**src/rtl/branch_ctrl_if.sv**
```systemverilog
// Signal bundle between branch_ctrl and the fetch/ALU side.
// The fetch/ALU side takes the master view and branch_ctrl the slave view.
interface branch_ctrl_if #(
    parameter int IW        = 9,
    parameter int PCW       = 10,
    parameter int LUT_DEPTH = 16
);
    localparam int IDXW = $clog2(LUT_DEPTH);

    logic [IW-1:0]   Instruction;
    logic            inst_valid;
    logic            stall;
    logic            alu_eq;
    logic            alu_lt;
    logic            lut_we;
    logic [IDXW-1:0] lut_waddr;
    logic [PCW-1:0]  lut_wdata;

    logic            branch_en;
    logic [PCW-1:0]  branch_target;
    logic            flush_o;
    logic            illegal_o;
    logic            flag_eq;
    logic            flag_lt;
    logic [15:0]     taken_count;

    modport master (
        output Instruction, inst_valid, stall, alu_eq, alu_lt,
               lut_we, lut_waddr, lut_wdata,
        input  branch_en, branch_target, flush_o, illegal_o,
               flag_eq, flag_lt, taken_count
    );

    modport slave (
        input  Instruction, inst_valid, stall, alu_eq, alu_lt,
               lut_we, lut_waddr, lut_wdata,
        output branch_en, branch_target, flush_o, illegal_o,
               flag_eq, flag_lt, taken_count
    );
endinterface

```
**src/rtl/branch_ctrl.sv**
```systemverilog
// Branch control: stored compare flags, conditional branch decision, target LUT,
// post-branch squash window and a saturating taken-branch counter.
module branch_ctrl #(
    parameter int             IW           = 9,
    parameter int             OPW          = 4,
    parameter int             LUT_DEPTH    = 16,
    parameter int             PCW          = 10,
    parameter int             FLUSH_CYCLES = 1,
    parameter logic [OPW-1:0] OP_CMP       = 'h1,
    parameter logic [OPW-1:0] OP_BEQ       = 'h2,
    parameter logic [OPW-1:0] OP_BNEQ      = 'h3,
    parameter logic [OPW-1:0] OP_BLT       = 'h4,
    parameter logic [OPW-1:0] OP_BGE       = 'h5,
    parameter logic [OPW-1:0] OP_JMP       = 'h6
) (
    input logic         Clk,
    input logic         Reset_n,
    branch_ctrl_if.slave bus
);
    localparam int         IDXW     = $clog2(LUT_DEPTH);
    localparam logic [3:0] FLUSH_LD = 4'(FLUSH_CYCLES);

    function automatic logic [15:0] sat_inc(input logic [15:0] v);
        return (v == 16'hFFFF) ? v : v + 16'd1;
    endfunction

    logic [PCW-1:0]  lut [LUT_DEPTH];
    logic [3:0]      sq_cnt;
    logic            flag_eq_q;
    logic            flag_lt_q;
    logic [15:0]     taken_q;

    logic [OPW-1:0]  op;
    logic            br;
    logic [IDXW-1:0] idx;
    logic            flush;
    logic            act;
    logic            legal;
    logic            cond;
    logic            take;

    assign op    = bus.Instruction[IW-2 -: OPW];
    assign br    = bus.Instruction[IW-1];
    assign idx   = bus.Instruction[IDXW-1:0];
    assign flush = (sq_cnt != 4'd0);
    assign act   = bus.inst_valid & ~bus.stall & ~flush;

    // Conditions look only at the stored flags, never the live ALU outputs.
    always_comb begin
        legal = 1'b1;
        cond  = 1'b0;
        case (op)
            OP_BEQ:  cond = flag_eq_q;
            OP_BNEQ: cond = ~flag_eq_q;
            OP_BLT:  cond = flag_lt_q;
            OP_BGE:  cond = ~flag_lt_q;
            OP_JMP:  cond = 1'b1;
            default: legal = 1'b0;
        endcase
    end

    assign take = act & br & legal & cond;

    assign bus.branch_en     = take;
    assign bus.branch_target = lut[idx];
    assign bus.flush_o       = flush;
    assign bus.illegal_o     = bus.inst_valid & ~flush & br & ~legal;
    assign bus.flag_eq       = flag_eq_q;
    assign bus.flag_lt       = flag_lt_q;
    assign bus.taken_count   = taken_q;

    always_ff @(posedge Clk or negedge Reset_n) begin
        if (!Reset_n) begin
            flag_eq_q <= 1'b0;
            flag_lt_q <= 1'b0;
        end else if (act && !br && op == OP_CMP) begin
            flag_eq_q <= bus.alu_eq;
            flag_lt_q <= bus.alu_lt;
        end
    end

    // A taken branch can only occur with the counter at zero, so no reload inside a window.
    always_ff @(posedge Clk or negedge Reset_n) begin
        if (!Reset_n) begin
            sq_cnt  <= 4'd0;
            taken_q <= 16'd0;
        end else if (take) begin
            sq_cnt  <= FLUSH_LD;
            taken_q <= sat_inc(taken_q);
        end else if (!bus.stall && flush) begin
            sq_cnt  <= sq_cnt - 4'd1;
        end
    end

    // Table writes ignore stall and flush; a same-cycle read sees the old entry.
    always_ff @(posedge Clk or negedge Reset_n) begin
        if (!Reset_n) begin
            for (int i = 0; i < LUT_DEPTH; i++) lut[i] <= '0;
        end else if (bus.lut_we) begin
            lut[bus.lut_waddr] <= bus.lut_wdata;
        end
    end
endmodule

```
**src/flat_wrapper.sv**
```systemverilog
// flat-port wrapper written by rule: the top's interface ports become plain ports
module branch_ctrl_flat 
#(
    parameter int             IW           = 9,
    parameter int             OPW          = 4,
    parameter int             LUT_DEPTH    = 16,
    parameter int             PCW          = 10,
    parameter int             FLUSH_CYCLES = 1,
    parameter logic [OPW-1:0] OP_CMP       = 'h1,
    parameter logic [OPW-1:0] OP_BEQ       = 'h2,
    parameter logic [OPW-1:0] OP_BNEQ      = 'h3,
    parameter logic [OPW-1:0] OP_BLT       = 'h4,
    parameter logic [OPW-1:0] OP_BGE       = 'h5,
    parameter logic [OPW-1:0] OP_JMP       = 'h6
)
  (Clk, Reset_n, bus_Instruction, bus_inst_valid, bus_stall, bus_alu_eq, bus_alu_lt, bus_lut_we, bus_lut_waddr, bus_lut_wdata, bus_branch_en, bus_branch_target, bus_flush_o, bus_illegal_o, bus_flag_eq, bus_flag_lt, bus_taken_count);
  branch_ctrl_if #(.IW(IW), .PCW(PCW), .LUT_DEPTH(LUT_DEPTH)) bus_i ();
  input logic Clk;
  input logic Reset_n;
  input wire logic [$bits(bus_i.Instruction)-1:0] bus_Instruction;
  input wire logic [$bits(bus_i.inst_valid)-1:0] bus_inst_valid;
  input wire logic [$bits(bus_i.stall)-1:0] bus_stall;
  input wire logic [$bits(bus_i.alu_eq)-1:0] bus_alu_eq;
  input wire logic [$bits(bus_i.alu_lt)-1:0] bus_alu_lt;
  input wire logic [$bits(bus_i.lut_we)-1:0] bus_lut_we;
  input wire logic [$bits(bus_i.lut_waddr)-1:0] bus_lut_waddr;
  input wire logic [$bits(bus_i.lut_wdata)-1:0] bus_lut_wdata;
  output wire logic [$bits(bus_i.branch_en)-1:0] bus_branch_en;
  output wire logic [$bits(bus_i.branch_target)-1:0] bus_branch_target;
  output wire logic [$bits(bus_i.flush_o)-1:0] bus_flush_o;
  output wire logic [$bits(bus_i.illegal_o)-1:0] bus_illegal_o;
  output wire logic [$bits(bus_i.flag_eq)-1:0] bus_flag_eq;
  output wire logic [$bits(bus_i.flag_lt)-1:0] bus_flag_lt;
  output wire logic [$bits(bus_i.taken_count)-1:0] bus_taken_count;
  assign bus_i.Instruction = bus_Instruction;
  assign bus_i.inst_valid = bus_inst_valid;
  assign bus_i.stall = bus_stall;
  assign bus_i.alu_eq = bus_alu_eq;
  assign bus_i.alu_lt = bus_alu_lt;
  assign bus_i.lut_we = bus_lut_we;
  assign bus_i.lut_waddr = bus_lut_waddr;
  assign bus_i.lut_wdata = bus_lut_wdata;
  assign bus_branch_en = bus_i.branch_en;
  assign bus_branch_target = bus_i.branch_target;
  assign bus_flush_o = bus_i.flush_o;
  assign bus_illegal_o = bus_i.illegal_o;
  assign bus_flag_eq = bus_i.flag_eq;
  assign bus_flag_lt = bus_i.flag_lt;
  assign bus_taken_count = bus_i.taken_count;
  branch_ctrl #(.IW(IW), .OPW(OPW), .LUT_DEPTH(LUT_DEPTH), .PCW(PCW), .FLUSH_CYCLES(FLUSH_CYCLES), .OP_CMP(OP_CMP), .OP_BEQ(OP_BEQ), .OP_BNEQ(OP_BNEQ), .OP_BLT(OP_BLT), .OP_BGE(OP_BGE), .OP_JMP(OP_JMP)) u_core (.Clk(Clk), .Reset_n(Reset_n), .bus(bus_i));
endmodule
```
**config.mk**
```make
export PLATFORM = sky130hd
export DESIGN_NAME = branch_ctrl_flat
export DESIGN_NICKNAME = d
export VERILOG_FILES = /design/src/rtl/branch_ctrl_if.sv /design/src/rtl/branch_ctrl.sv /design/src/flat_wrapper.sv
export SDC_FILE = /design/constraint.sdc
export NUM_CORES = 1
export LEC_CHECK = 0
export ABC_AREA = 1
export BUFFER_PORTS_ARGS = -buffer_cell sky130_fd_sc_hd__buf_2
export CORE_MARGIN = 5
export CORE_UTILIZATION = 25
export CTS_BUF_LIST = sky130_fd_sc_hd__clkbuf_4 sky130_fd_sc_hd__clkbuf_8
export DETAILED_ROUTE_END_ITERATION = 10
export GPL_TIMING_DRIVEN = 0
export PLACE_DENSITY = 0.49
export SLEW_MARGIN = 10
export SYNTH_ARGS = -nofsm -noshare
export SYNTH_HDL_FRONTEND = slang
export SYNTH_SLANG_ARGS = --single-unit
export TNS_END_PERCENT = 5
```
**constraint.sdc**
```tcl
create_clock -name Clk -period 2.05 [get_ports Clk]
set_input_delay 0.615 -clock Clk [delete_from_list [all_inputs] [get_ports Clk]]
set_output_delay 0.615 -clock Clk [all_outputs]
set_load 0.01 [all_outputs]
```
# ---- Word-level counts from Yosys, hierarchy flattened
# Index checks and enable logic that the tools add are counted.
dict set report word_totals {
  latchBits 0
  elab_cells 68
  n_memories 0
  ff_bits 182
  mem_bits_rw 0
  input_bits 30
  rom_bits 0
}
dict set report op_classes {
  addsub 2
  div 0
  shifts 0
  eq_ne 7
  reduce_logical 10
  n_lt_le_gt_ge 3
  muxes 10
  multipliers 0
  bitwise 16
}
# cell n
set ops {}
lappend ops {{$bwmux W160} 1}
lappend ops {{$bmux W10 S4} 1}
lappend ops {{$demux W10 S4} 1}
lappend ops {{$mux W10} 3}
lappend ops {{$add A16 B1 Y16 const B} 1}
lappend ops {{$eq A16 B16 Y1 const B} 1}
lappend ops {{$eq A4 B3 Y1 const B} 3}
lappend ops {{$ge A5 B5 Y1 const B} 2}
lappend ops {{$not A4 Y5} 2}
lappend ops {{$and A1 B1 Y1} 8}
lappend ops {{$eq A4 B2 Y1 const B} 2}
lappend ops {{$mux W4} 2}
lappend ops {{$not A1 Y1} 6}
lappend ops {{$lt A5 B1 Y1 const B} 1}
lappend ops {{$pmux W1 S5} 1}
lappend ops {{$reduce_or A5 Y1} 1}
lappend ops {{$eq A4 B1 Y1 const B} 1}
lappend ops {{$logic_and A1 B1 Y1} 4}
lappend ops {{$reduce_bool A4 Y1} 1}
lappend ops {{$sub A4 B1 Y4 const B} 1}
lappend ops {{$logic_not A1 Y1} 2}
lappend ops {{$reduce_and A2 Y1} 1}
lappend ops {{$reduce_bool A2 Y1} 1}
lappend ops {{$mux W1} 1}

# ---- Depth between registers and ports, before layout
dict set report depth {
  ltp_word 7
  mapped_depth 10
}

# ---- Least setup slack after synthesis
# Ideal clock, no wire load.
dict set report synth_timing {
  path_type {input -> output}
  startpoint {input bus_Instruction[0]}
  endpoint {output bus_branch_target[6]}
  path_buffers 3
  path_slack_ns -0.072
  required_ns 1.435
  cell_stages 8
  arrival_time_ns 1.507
  cell_sequence {buf_2 buf_2 buf_2 o21ai_0 nand2_1 nand3_1 nand3_1 nand2_1}
}
dict set report synth_between {
  elab_chain_cells 4
}
# element line_no
set synth_lines {}
lappend synth_lines {{start: declaration} flat_wrapper.sv:20} ;# input wire logic [$bits(bus_i.Instruction)-1:0] bus_Instruction;
lappend synth_lines {{$not A4 Y5 (implied by the code)} branch_ctrl.sv:65} ;# assign bus.branch_target = lut[idx];
lappend synth_lines {{$bmux W10 S4} branch_ctrl.sv:65}
lappend synth_lines {{$mux W10 (implied by the code) (2 in a row)} branch_ctrl.sv:65}
lappend synth_lines {{end: declaration} flat_wrapper.sv:29} ;# output wire logic [$bits(bus_i.branch_target)-1:0] bus_branch_target;
# Every way passes these cells. The select of a mux whose other input is x is not followed.

# ---- Worst setup path in the final report
dict set report layout_timing {
  startpoint {input bus_Instruction[0]}
  endpoint {output bus_branch_target[5]}
}
# Same word-level chain as after synthesis.

==> impl_metrics.tcl <==
set metrics [dict create \
    clk_pin_slew_ps 110 \
    synth_common_cells "319 x nand2_1, 213 x o21ai_0, 182 x dfrtp_1, 120 x inv_1, 76 x nand3_1" \
    syn2layout_area_growth_pct 22.1 \
    outcome "complete, but fails checks" \
    setup_slack_ps -354 \
    yosysTopAreaCell "dfrtp_1" \
    synth_seq_cells 182 \
    critPathSlowestCell "a21oi_2" \
    yosysTopAreaCellShare 0.518 \
    p_leak_nw 5.04 \
    cp_max_fo 10 \
    die_area_um2 39000 \
    grt_usage 0.147 \
    power_mw 9.21 \
    drive_gt1_frac 0.158 \
    hold_violations 0 \
    viasPerCell 4.60 \
    die_h_um 197 \
    h-tree-depth 4 \
    crit_family "buffers and inverters" \
    crit_buf_inv 4 \
    ir_worst_vdd_uv 402 \
    violations "negative setup slack" \
    die_x_um 197 \
    clock_latency_ps 470 \
    grt_pass1_wl_mm 44.7 \
    dr.first_iter.drc_count 612 \
    port_buffers 58 \
    finalClockSkew_ps 10.9 \
    holdWs_ps 159 \
    worstSetupPathType "primary input to primary output" \
    final_nets 1246 \
    path_cells "buf_12, buf_12, buf_12, a21oi_2, o21ai_1, nand3_1, nand3_2, nand2_2, buf_6" \
    drc 0 \
    grt_pass1_vias 7747 \
    crit_path_frequent_cell "buf_12" \
    max_freq_mhz 416 \
    synthCells 1123 \
    maxCapViolCount 0 \
    grt_overflow 0 \
    ant_nets 0 \
    slowest_delay_ps 160 \
    synth-edff-count 0 \
    yosys_warnings 0 \
    syn-num-nets 1155 \
    dp_hpwl_mm 19.4 \
    gp_congestion 0.848 \
    fin_crit_ps 2400 \
    slew_violations 0 \
    totalWireLength_mm 28.1 \
    ys_seq_area_frac 0.518 \
    start_util 0.254 \
    core_um2 34600 \
    syn_area_per_cell_um2 7.82 \
    rows 68 \
    antenna_found_initial 0 \
    hold_class "primary input to async pin" \
    finalCritPeriodShare 1.17 \
    ctsHoldBuffers 0 \
    yosysMostFrequentCell "nand2_1" \
    yosys-top-cells-area "dfrtp_1 52%, nand2_1 14%, o21ai_0 12%, inv_1 5.1%, nand3_1 4.3%" \
    p_per_area_nw_per_um2 858 \
    worst_pin_slew_ps 1050 \
    ioPinCount 61 \
    cts_inserted_buffers 17 \
    synth_ff_type "dfrtp_1" \
    synthArstFlopShare 1.00 \
    rsz0062_at_grt "yes" \
    cts_tree "built" \
    endpoint_kind "primary output" \
    clock_sinks 182 \
    pre_cts_slack_ps -682 \
    firstDrtPassIters 5 \
    cp-start-kind "primary input" \
    grt_max_degree 95 \
    dr_total_vias 7732 \
    multiInputGateArea_um2 3670 \
    setup_viol 28 \
    slew_headroom 0.301 \
    crit_arrival_ps 1790 \
    crit_required_ps 1430 \
    cts_buffer_depth 2 \
    synth.distinct_cells 26 \
    syn_area_um2 8790 \
    wl_per_cell_um 16.7 \
    diodes 0 \
    cts_root_buf "clkbuf_8" \
    seq_area_um2 4550 \
    fillers 3717 \
]
-- sequential cells by signal (all words and copies together) (netlist names) --
signal	count
u_core.lut	160
u_core.bus.taken_count	16
u_core.sq_cnt	4
u_core.bus.flag_eq	1
u_core.bus.flag_lt	1
-- power breakdown --
group	leakage, nW	switching, mW	internal, mW
registers	2.31	0.364	4.29
logic	2.50	1.11	0.718
clock network	0.223	1.57	1.16
-- path summary, 6_finish.rpt --
kind / start / endpoint / slack, ps / cells after the start
worst min-delay path: Reset_n / u_core.bus.taken_count[12] / 160 / 1
worst max-delay path: bus_Instruction[0] / bus_branch_target[5] / -350 / 9
worst min register to register: u_core.lut[153] / u_core.lut[153] / 490 / 2
worst max register to register: u_core.sq_cnt[0] / u_core.bus.taken_count[7] / -220 / 17
max in group asynchronous: Reset_n / u_core.lut[144] / 950 / 2
min in group Clk: bus_alu_lt / u_core.bus.flag_lt / 380 / 3
-- stage by stage --
step	TNS (ps)	utilization	std cells	instance area (µm²)
2_1_floorplan	0	-	1123	8880
3_3_place_gp	-546620	0.281	1636	9740
3_5_place_dp	-6500	0.282	1637	9780
4_1_cts	-5610	0.309	1682	10700
5_1_grt	-8510	0.310	1682	10700
6_report	-6130	0.310	1682	10700
-- cell usage in the layout, fill, tap and decap left out, drive strengths merged --
| cell | count |
|---|---|
| buf | 97 |
| xnor2 | 6 |
| nor3 | 5 |
| nand3 | 77 |
| nor2 | 32 |
| nand3b | 1 |
| nand2 | 322 |
| xor2 | 7 |
| bufinv | 2 |
| a21oi | 42 |
| o21ai | 214 |
| nor4 | 1 |
| clkinv | 7 |
| dfrtp | 182 |
| clkbuf | 68 |
| inv | 127 |
| o211ai | 30 |
| ha | 2 |
| nand4 | 5 |
-- cell type report --
class	count	area share
Sequential cell	182	0.424
Clock inverter	15	0.0191
Timing Repair Buffer	72	0.0511
Multi-Input combinational cell	744	0.342
Buffer	76	0.0458
Clock buffer	17	0.0218
Inverter	121	0.0423
Tap cell	455	0.0530
-- per-layer routing --
metal  routed length, µm  GRT usage  vias up
met5                   0          0        -
met4                 608     0.0449        0
met3                1380     0.0298       32
met2               12600      0.231      194
met1               13500      0.205     3697
li1                    -          -     3809
-- repair_timing --
| item | CTS | global route |
|---|---|---|
| resized for setup | 104 | 11 |
| buffers inserted | 10 | 0 |
| gates cloned | 3 | 0 |
| pin swaps | 54 | 11 |
| setup endpoints to repair | 13 | 28 |
| hold endpoints to repair | 0 | 0 |
-- cell families after synthesis --
| family | Yosys count | synth area share |
|---|---|---|
| flops | 182 | 0.518 |
| fa+ha+maj | 2 | 0.00285 |
| simple gates | 443 | 0.206 |
| xor+xnor | 13 | 0.0130 |
| buf+inv | 197 | 0.0880 |
| compound gates | 286 | 0.171 |
Note: power is estimated with default switching activity, not from simulation.
